**src/rtl/apb_master_bridge.sv**
```systemverilog
// -----------------------------------------------------------------------------
// apb_master_bridge
//   Single-outstanding APB requester. One command taken on a valid/ready port
//   is run as a SETUP -> ACCESS transfer. The bridge waits for pready, or gives
//   up after TIMEOUT_CYCLES ACCESS cycles. It then holds the read data and the
//   status on a valid/ready response port until the consumer takes them.
//
// Parameters
//   ADDR_W          width of cmd_addr / paddr
//   DATA_W          width of cmd_wdata / pwdata / prdata / rsp_rdata
//   TIMEOUT_CYCLES  ACCESS cycles without pready before abort (0 = never)
//
// Ports
//   clk, reset                       clock; synchronous active-high reset
//   cmd_valid/cmd_ready              command handshake
//   cmd_write/cmd_addr/cmd_wdata     command payload
//   rsp_valid/rsp_ready              response handshake
//   rsp_rdata/rsp_err                read data (0 for writes and on error) and
//                                    timeout flag
//   busy                             high in every state except IDLE
//   psel/penable/pwrite/paddr/pwdata APB requester outputs (all registered)
//   prdata/pready                    APB completer inputs
// -----------------------------------------------------------------------------
module apb_master_bridge #(
  parameter int ADDR_W         = 32,
  parameter int DATA_W         = 32,
  parameter int TIMEOUT_CYCLES = 16
) (
  input  logic              clk,
  input  logic              reset,
  input  logic              cmd_valid,
  output logic              cmd_ready,
  input  logic              cmd_write,
  input  logic [ADDR_W-1:0] cmd_addr,
  input  logic [DATA_W-1:0] cmd_wdata,
  output logic              rsp_valid,
  input  logic              rsp_ready,
  output logic [DATA_W-1:0] rsp_rdata,
  output logic              rsp_err,
  output logic              busy,
  output logic              psel,
  output logic              penable,
  output logic              pwrite,
  output logic [ADDR_W-1:0] paddr,
  output logic [DATA_W-1:0] pwdata,
  input  logic [DATA_W-1:0] prdata,
  input  logic              pready
);

  typedef enum logic [1:0] {
    S_IDLE   = 2'd0,
    S_SETUP  = 2'd1,
    S_ACCESS = 2'd2,
    S_RESP   = 2'd3
  } state_e;

  // The counter must be able to hold TIMEOUT_CYCLES. A disabled timeout still
  // gets a 1-bit counter so that the declarations stay legal.
  localparam int CNT_RAW = $clog2(TIMEOUT_CYCLES + 1);
  localparam int CNT_W   = (CNT_RAW < 1) ? 1 : CNT_RAW;
  localparam logic [CNT_W-1:0] CNT_LAST =
    (TIMEOUT_CYCLES == 0) ? '0 : CNT_W'(TIMEOUT_CYCLES - 1);
  localparam logic [CNT_W-1:0] CNT_MAX = '1;

  state_e              state_q, state_d;
  logic                psel_q, psel_d;
  logic                penable_q, penable_d;
  logic                pwrite_q, pwrite_d;
  logic [ADDR_W-1:0]   paddr_q, paddr_d;
  logic [DATA_W-1:0]   pwdata_q, pwdata_d;
  logic                rsp_valid_q, rsp_valid_d;
  logic [DATA_W-1:0]   rsp_rdata_q, rsp_rdata_d;
  logic                rsp_err_q, rsp_err_d;
  logic [CNT_W-1:0]    cnt_q, cnt_d;
  logic                timeout_hit;

  // An abort needs pready low: if pready arrives in the last allowed cycle,
  // the transfer completes normally.
  assign timeout_hit = (TIMEOUT_CYCLES != 0) && !pready && (cnt_q == CNT_LAST);

  // ---------------------------------------------------------------------------
  // State and output registers
  // ---------------------------------------------------------------------------
  // NOTE: non-blocking assignments keep every flop sampling pre-edge values,
  // so the order of statements in this block cannot change behaviour.
  always_ff @(posedge clk) begin
    if (reset) begin
      state_q     <= S_IDLE;
      psel_q      <= 1'b0;
      penable_q   <= 1'b0;
      pwrite_q    <= 1'b0;
      paddr_q     <= '0;
      pwdata_q    <= '0;
      rsp_valid_q <= 1'b0;
      rsp_rdata_q <= '0;
      rsp_err_q   <= 1'b0;
      cnt_q       <= '0;
    end else begin
      state_q     <= state_d;
      psel_q      <= psel_d;
      penable_q   <= penable_d;
      pwrite_q    <= pwrite_d;
      paddr_q     <= paddr_d;
      pwdata_q    <= pwdata_d;
      rsp_valid_q <= rsp_valid_d;
      rsp_rdata_q <= rsp_rdata_d;
      rsp_err_q   <= rsp_err_d;
      cnt_q       <= cnt_d;
    end
  end

  // ---------------------------------------------------------------------------
  // Next-state logic
  // ---------------------------------------------------------------------------
  always_comb begin
    state_d = state_q;
    unique case (state_q)
      S_IDLE:   if (cmd_valid)               state_d = S_SETUP;
      S_SETUP:                               state_d = S_ACCESS;
      S_ACCESS: if (pready || timeout_hit)   state_d = S_RESP;
      S_RESP:   if (rsp_ready)               state_d = S_IDLE;
      default:                               state_d = S_IDLE;
    endcase
  end

  // ---------------------------------------------------------------------------
  // Output / datapath logic
  // ---------------------------------------------------------------------------
  // NOTE: every variable is given its hold value before the case statement;
  // a path that leaves one unassigned would otherwise infer a latch.
  always_comb begin
    psel_d      = psel_q;
    penable_d   = penable_q;
    pwrite_d    = pwrite_q;
    paddr_d     = paddr_q;
    pwdata_d    = pwdata_q;
    rsp_valid_d = rsp_valid_q;
    rsp_rdata_d = rsp_rdata_q;
    rsp_err_d   = rsp_err_q;
    cnt_d       = cnt_q;

    unique case (state_q)
      S_IDLE: begin
        if (cmd_valid) begin
          // Write data is captured for reads too; the completer ignores it.
          pwrite_d  = cmd_write;
          paddr_d   = cmd_addr;
          pwdata_d  = cmd_wdata;
          psel_d    = 1'b1;
          penable_d = 1'b0;
        end
      end
      S_SETUP: begin
        penable_d = 1'b1;
        cnt_d     = '0;
      end
      S_ACCESS: begin
        if (pready) begin
          psel_d      = 1'b0;
          penable_d   = 1'b0;
          rsp_rdata_d = pwrite_q ? '0 : prdata;
          rsp_err_d   = 1'b0;
          rsp_valid_d = 1'b1;
        end else if (timeout_hit) begin
          psel_d      = 1'b0;
          penable_d   = 1'b0;
          rsp_rdata_d = '0;
          rsp_err_d   = 1'b1;
          rsp_valid_d = 1'b1;
        end else if (cnt_q != CNT_MAX) begin
          cnt_d = cnt_q + 1'b1;
        end
      end
      S_RESP: begin
        if (rsp_ready) begin
          rsp_valid_d = 1'b0;
          rsp_err_d   = 1'b0;
        end
      end
      default: ;
    endcase
  end

  assign cmd_ready = (state_q == S_IDLE);
  assign busy      = (state_q != S_IDLE);
  assign psel      = psel_q;
  assign penable   = penable_q;
  assign pwrite    = pwrite_q;
  assign paddr     = paddr_q;
  assign pwdata    = pwdata_q;
  assign rsp_valid = rsp_valid_q;
  assign rsp_rdata = rsp_rdata_q;
  assign rsp_err   = rsp_err_q;

endmodule

```
**config.mk**
```make
export PLATFORM = sky130hd
export DESIGN_NAME = apb_master_bridge
export DESIGN_NICKNAME = d
export VERILOG_FILES = /design/src/rtl/apb_master_bridge.sv
export SDC_FILE = /design/constraint.sdc
export NUM_CORES = 1
export LEC_CHECK = 0
export ABC_AREA = 1
export BUFFER_PORTS_ARGS = -buffer_cell sky130_fd_sc_hd__buf_2
export CAP_MARGIN = 20
export CORE_MARGIN = 2
export CORE_UTILIZATION = 45
export DETAILED_ROUTE_END_ITERATION = 7
export GPL_ROUTABILITY_DRIVEN = 0
export PLACE_DENSITY = 0.78
export SYNTH_ARGS = -nofsm -noshare
export SYNTH_HDL_FRONTEND = slang
export SYNTH_SLANG_ARGS = --single-unit
```
**constraint.sdc**
```tcl
create_clock -name clk -period 2.05 [get_ports clk]
set_clock_uncertainty 0.05 [all_clocks]
set_input_delay 0 -clock clk [delete_from_list [all_inputs] [get_ports clk]]
set_output_delay 0 -clock clk [all_outputs]
set_load 0.03 [all_outputs]
```
# ---- Word level (Yosys, flattened, before mapping)
# Cells that the tools add are included.
dict set report classes {
  muxes 23
  eq_ne 12
  n_reduce_logical 17
  add_sub_neg 1
}
# cell n
set ops {}
lappend ops {{32-bit 2-to-1 mux} 3}
lappend ops {{5-bit 2-to-1 mux} 3}
lappend ops {{2-bit != test, second input constant} 6}
lappend ops {{3-bit AND reduction} 4}
lappend ops {{5-bit case mux with 2 select lines} 1}
lappend ops {{2-bit nonzero test} 5}
lappend ops {{1-bit 2-to-1 mux} 8}
lappend ops {{2-bit case mux with 4 select lines} 1}
lappend ops {{2-bit 2-to-1 mux} 3}
lappend ops {{1-bit case mux with 2 select lines} 3}
lappend ops {{5-bit by 1-bit adder with 5-bit output, second input constant} 1}
lappend ops {{5-bit by 4-bit equality test with 1-bit output, second input constant} 1}
lappend ops {{5-bit != test, second input constant} 1}
lappend ops {{2-bit equality test, second input constant} 2}
lappend ops {{2-bit AND reduction} 2}
lappend ops {{4-bit AND reduction} 1}
lappend ops {{3-bit != test, second input constant} 1}
lappend ops {{1-bit case mux with 3 select lines} 1}
lappend ops {{3-bit nonzero test} 1}
lappend ops {{2-bit by 1-bit equality test with 1-bit output, second input constant} 1}
lappend ops {{2-bit logical NOT} 1}
lappend ops {{1-bit logical AND} 1}
lappend ops {{1-bit logical NOT} 1}
lappend ops {{1-bit logical OR} 1}
dict set report word_totals {
  out_inout_bits 103
  register_bits 108
  in_bits 102
  wordCells 63
}

# ---- Longest topological paths before layout
# Gate-level depths: netlist of the first run.
dict set report depth {
  depth_word 5
  mapped_depth 11
  ltp_nobuf 11
}

# ---- Worst setup path before layout of the first run
# No wires, ideal clock.
dict set report synth_path {
  path_kind {register -> register}
  start {register state_q[0]}
  end {register pwdata_q[1] (netlist: pwdata[1])}
  t_required_ns 1.884
  stages_incl_launch_ff 8
  setup_slack_ns 0.393
  arrival_ns 1.492
  path_buffers 2
  setup_ns 0.116
  period_less_slack_ns 1.657
  path_cell_list {dfxtp_1 > inv_1 > ha_1 > nand2_1 > buf_2 > clkbuf_1 > o21ai_0 > nor2_1}
}
dict set report synth_between {
  elab_chain_len 2
}
# item line
set synth_rtl {}
lappend synth_rtl {{start: declaration} 65} ;# state_e state_q, state_d;
lappend synth_rtl {{start signal: assignment} 99} ;# state_q <= state_d;
lappend synth_rtl {{2-bit logical NOT} --}
lappend synth_rtl {{named net cmd_ready} 32} ;# output logic cmd_ready,
lappend synth_rtl {{2-bit AND reduction (no source line)} --}
lappend synth_rtl {{end signal: assignment} 104} ;# pwdata_q <= pwdata_d;
lappend synth_rtl {{end: declaration} 70} ;# logic [DATA_W-1:0] pwdata_q, pwdata_d;
# The timed path passes the listed nets, and every way through them passes these cells.
# A chain may end at the register's enable or synchronous reset.

# ---- Final worst setup path of the first run
dict set report layout_path {
  start {register cnt_q[0]}
  end {register rsp_err_q (netlist: rsp_err)}
}
dict set report layout_between {
  elab_chain_len 4
}
# item line
set layout_rtl {}
lappend layout_rtl {{start: declaration} 74} ;# logic [CNT_W-1:0] cnt_q, cnt_d;
lappend layout_rtl {{start signal: assignment} 108} ;# cnt_q <= cnt_d;
lappend layout_rtl {{5-bit by 4-bit equality test with 1-bit output} 79} ;# assign timeout_hit = (TIMEOUT_CYCLES != 0) && !pready && (cnt_q == CNT_LAST);
lappend layout_rtl {{1-bit logical AND} 79}
lappend layout_rtl {{3-bit != test (no source line)} --}
lappend layout_rtl {{3-bit AND reduction (no source line)} --}
lappend layout_rtl {{end signal: assignment} 107} ;# rsp_err_q <= rsp_err_d;
lappend layout_rtl {{end: declaration} 73} ;# logic rsp_err_q, rsp_err_d;
# No other way between the ends.

==> metrics.txt, run 1 <==
dpl cell area=approximately 5100 µm²; total power=0.00736 W; worst-margin pin slew=0.391 ns; Post-Syn Instances=522; Slew Limit Fails=0; CTS buffer count=9; GRT Overall Usage=0.256; post-DP HPWL=7180 µm; leakage=3.05 nW; CP required=2.23 ns; Tightest Hold Check Type=in2reg; Initial Util=0.462; Ports=between 200 and 250; Clock Sinks=between 100 and 150; pwr/cell area=1170 nW/µm²; Netlist cell types=19; Via Count=4480; Yosys top cell area share=0.539; dpl cells=810; Remaining DRCs=0; initial antenna violation count=0; Post-Route WL=12800 µm; Final Hold Fails=0; Setup CP Type=reg2reg; maximum vdd ir drop=around 0.67 mV; Die ar.=9680 µm²; most common cell in the netlist=nor2_1; largest cells by area after synthesis=dfxtp_1 (54%), nor2_1 (13%), nand2_1 (8.4%); RSZ-0062 raised after global routing=no; die span in x=98.4 µm; relative slew slack=0.739; Post-synth EDFFs=0; Longest Clk Path Bufs=2; WL/cell=about 14 µm; Clk pin slew, worst setup/hold paths=0.09 ns; clock root buffer=clkbuf_8; crit start category=register; ANT cells=0; Final setup viols=0; minimum clock period=1.76 ns; syn nets=roughly 630; list of most frequent post-synthesis cells=nor2_1 (140), dfxtp_1 (108), nand2_1 (90); layout cell share with drive strength beyond 1=0.285; Skew-Pair Late Insertion Delay=0.35 ns; Final nets=922; Post-synth ARST share=0; DR iter-0 viols=141; grt total ovfl=0; synth-to-layout area growth=57.0%; Worst Path Max Fanout=33; CP arrival=1.95 ns; dominant synthesized flop cell=dfxtp_1; CP Capture Type=register; DR pass1 iterations=5; CORE AREA=8680 µm²; outcome=completed; syn_area_per_cell=7.68 µm²; Seq/Total Area, Yosys=0.539; number of global-route vias before repair=4407; num rows=34; filler cell count=617; Yosys reg bits=around 110; DIE HEIGHT=98.4 µm; setup TNS=0 ns; global-route wire length before repair=roughly 20000 µm; post-route cell area=between 6000 and 7000 µm²; final std cells w/o fill=922; Cell Area, Synth=roughly 4000 µm²; Post-CTS Setup Inserts=0; CTS tree=done; Max Freq=567 MHz; period utilisation layout=0.860; drt via density=approximately 4.9; number of max-cap violations=0; Syn. warnings=0; Synth area leader=dfxtp_1; antenna viol nets, final=0; htree depth=3; worst reg-to-reg setup slack=between 0.2 and 0.3 ns; largest net degree at the start of global routing=66; IO Port Bufs=204
## power by group
| group | total (W) | switching [W] | leakage [nW] | internal, W |
|---|---|---|---|---|
| sequential | 0.00280 | 0.000247 | 0.886 | 0.00255 |
| combinational | 0.00317 | 0.00217 | 2.05 | 0.000998 |
| clock | 0.00139 | 0.000683 | 0.109 | 0.000712 |
## layout by cell type (no fill, tap or decap), drive strengths merged
master,count
dlygate4sd3,98
clkbuf,10
ha,9
inv,24
nor3,1
nand2,93
bufinv,2
clkinv,1
nor2,140
nand3,7
buf,211
nand4,3
o211ai,1
o21ai,67
a21oi,39
dfxtp,108
## routing by layer
metal  GRT usage  up-vias  routed length, µm
li1            -     2223                  -
met1       0.263     1984               4790
met2       0.470      230               6490
met3      0.0744       43               1040
met4       0.129        0                494
met5           0        -                  0
## path summary, 6_finish.rpt
| check | endpoint | depth (start not counted) | start |
|---|---|---|---|
| worst min-delay path | state_q[0] | 6 | rsp_ready |
| worst max-delay path | rsp_err | 9 | cnt_q[0] |
| worst min register to register | rsp_err | 2 | rsp_err |
| worst max register to register | rsp_err | 9 | cnt_q[0] |
## kinds of logic after synthesis
logic type | Yosys count | share of synthesized area
AO/OA/AOI/OAI | 107 | 0.135
adder cells (fa/ha/maj) | 9 | 0.0281
buffers and inverters | 54 | 0.0599
flip-flops | 108 | 0.539
AND/OR/NAND/NOR | 244 | 0.238
## flip-flops by register name, summed over array words and instances (netlist names)
signal / flops
rsp_rdata: 32
rsp_valid: 1
pwrite: 1
rsp_err: 1
psel: 1
paddr: 32
pwdata: 32
state_q: 2
penable: 1
cnt_q: 5
## repair_timing
item                       CTS  global route
hold buffers                98             0
gates resized for setup      0             0
hold endpoints to repair    98             0
setup endpoints to repair    0             0
## layout make-up
cell class | instances | area [µm²] | area share
clock buffers | 10 | 138 | 0.0219
clock inverters | 4 | 73.8 | 0.0117
inverters | 23 | 86.3 | 0.0137
multi-input cells | 360 | 1610 | 0.255
flip-flops and latches | 108 | 2160 | 0.344
well taps | 108 | 135 | 0.0215
repair buffers | 309 | 2090 | 0.332
## worst max-delay path, cell delays in order (launching register included)
cell	delay (ns)
dfxtp_1	0.34
ha_1	0.22
nand2_1	0.08
nor2_1	0.06
ha_1	0.20
o21ai_2	0.26
buf_12	0.22
inv_1	0.07
nand3_1	0.06
a21oi_1	0.06
## metrics by stage
stage / setup WS [ns] / hold slack, ns / util
after floorplan: 0.393 / 0.0869 / -
after global placement: 0.360 / 0.189 / 0.588
after detailed placement: 0.305 / 0.202 / 0.588
after CTS: 0.295 / 0.0271 / 0.725
after global routing: 0.131 / 0.0807 / 0.725
final: 0.287 / 0.0608 / 0.725
Power figures use the tool's default switching activity.
==> run 2, diff against run 1 <==
HOLD_SLACK_MARGIN = 0.08   (was default)
clock period = 1.7 ns   (was 2.05 ns; I/O delays follow)
==> metrics.txt, run 2 (synthesis gave the netlist of run 1 again) <==
outcome=completed; die span in x=98.4 µm; CP Capture Type=register; CTS tree=done; CP top delay family=adder cells; worst-margin pin slew=0.386 ns; post-DP HPWL=just over 7000 µm; crit start category=register; Via Count=4631; Crit-path slowest cell=dfxtp_2; Clock Sinks=108; CORE AREA=roughly 8700 µm²; period utilisation layout=0.971; total power=a little under 0.009 W; Clk network pwr share=0.169; P_int=between 0.005 and 0.006 W; antenna viol nets, final=0; drt via density=roughly 5.0; CP max stage delay=0.37 ns; htree depth=3; Initial Util=0.462; ANT cells=0; setup TNS=0 ns; WP buf/inv=3; Slew Limit Fails=0; Skew-Pair Late Insertion Delay=0.35 ns; Setup CP Type=reg2reg; layout cell share with drive strength beyond 1=0.310; number of global-route vias before repair=4560; Final nets=933; Comb pwr share=0.452; pwr/cell area=~1400 nW/µm²; initial antenna violation count=0; grt total ovfl=0; worst slack, placed=about 0.038 ns; Clk pin slew, worst setup/hold paths=0.09 ns; maximum vdd ir drop=0.805 mV; relative slew slack=0.743; WL/cell=14.0 µm; DR pass1 iterations=4; Die ar.=just under 10000 µm²; Worst Path Max Fanout=17; num rows=34; dpl cells=814; Longest Clk Path Bufs=2; Remaining DRCs=0; DIE HEIGHT=98.4 µm; Post-Route WL=~13000 µm; clock root buffer=clkbuf_8; DR iter-0 viols=between 100 and 150; Final WS setup=0.0489 ns; CP required=1.94 ns; Seq pwr share=0.379; final std cells w/o fill=933; storage element area=2160 µm²; global-route wire length before repair=around 20000 µm; CTS buffer count=9; largest net degree at the start of global routing=66; Final Hold Fails=0; Ports=205; Net Sw Power=0.00378 W; CP arrival=approximately 1.9 ns; IO Port Bufs=204; most common cell after layout, fill and taps aside=buf_2; Tightest Hold Check Type=in2reg; Final Core Density=0.743; Final setup viols=0; minimum clock period=1.65 ns; most frequent cells in the layout=buf_2 (204), nor2_1 (139), dfxtp_1 (106); synth-to-layout area growth=60.9%; area of the multi-input gates=approximately 1700 µm²; filler cell count=approximately 630; number of max-cap violations=0; Max Freq=roughly 600 MHz; GRT Overall Usage=0.259; leakage=3.10 nW; CP Cell Sequence=ha_4 -> nand2_2 -> nor2_2 -> ha_2 -> o21ai_4 -> buf_4 -> buf_12 -> inv_2 -> nand3_1 -> a21oi_1; switch share=0.424
==> run 2: cell count changes in the layout (fill, tap and decap cells not counted), sizes merged <==
cell         before  now
dlygate4sd3      98   99
buf             211  219
clkinv            1    2
clkbuf           10   12
bufinv            2    1
clkinvlp          0    1
inv              24   23
==> run 2: repair_timing <==
action                                  CTS  global route
hold buffers                             99             0
setup buffers                             0             4
endpoints found under the setup margin    0           104
gates resized for setup                   0            21
endpoints found under the hold margin   102             0
==> run 2: worst paths after layout <==
path	from	endpoint	slack, ns	cells past startpoint
setup / recovery	cnt_q[0]	rsp_err	0.05	10
hold / removal	reset	state_q[1]	0.12	5
setup reg to reg	cnt_q[0]	rsp_err	0.05	10
hold reg to reg	rsp_rdata[9]	rsp_rdata[9]	0.42	2
==> run 2: routing by layer <==
layer | part of all wire | vias to the layer above | GRT usage
li1 | - | 2247 | -
met3 | 0.081 | 64 | 0.0809
met2 | 0.50 | 223 | 0.447
met5 | 0 | - | 0
met1 | 0.38 | 2097 | 0.286
met4 | 0.044 | 0 | 0.131
==> run 2: layout make-up <==
class                      instances  share of cell area
timing repair buffer             320               0.344
inverter                          23              0.0134
clock inverter                     4             0.00795
sequential                       108               0.336
clock buffer                      10              0.0213
tap                              108              0.0210
multi-input combinational        360               0.257
==> run 2: tightest hold or removal path: cells and delay by family <==
family / cells / cell delay (ns)
buffers and inverters: 3 / 0.36
AND/OR/NAND/NOR: 2 / 0.13
==> run 2: power by group through the flow <==
stage          registers, W  clock network [W]  logic (W)
2_1_floorplan       0.00442                  0    0.00152
3_3_place_gp        0.00338                  0    0.00348
3_5_place_dp        0.00341                  0    0.00358
4_1_cts             0.00336            0.00156    0.00376
5_1_grt             0.00344            0.00163    0.00439
6_report            0.00338            0.00151    0.00403
==> run 2: through the flow <==
| stage | hold slack, ns | instance area (µm²) |
|---|---|---|
| floorplan | 0.0869 | 4010 |
| global placement | 0.183 | 5130 |
| detailed placement | 0.193 | 5130 |
| CTS | 0.0911 | 6310 |
| global route | 0.128 | 6450 |
| finish | 0.125 | 6450 |
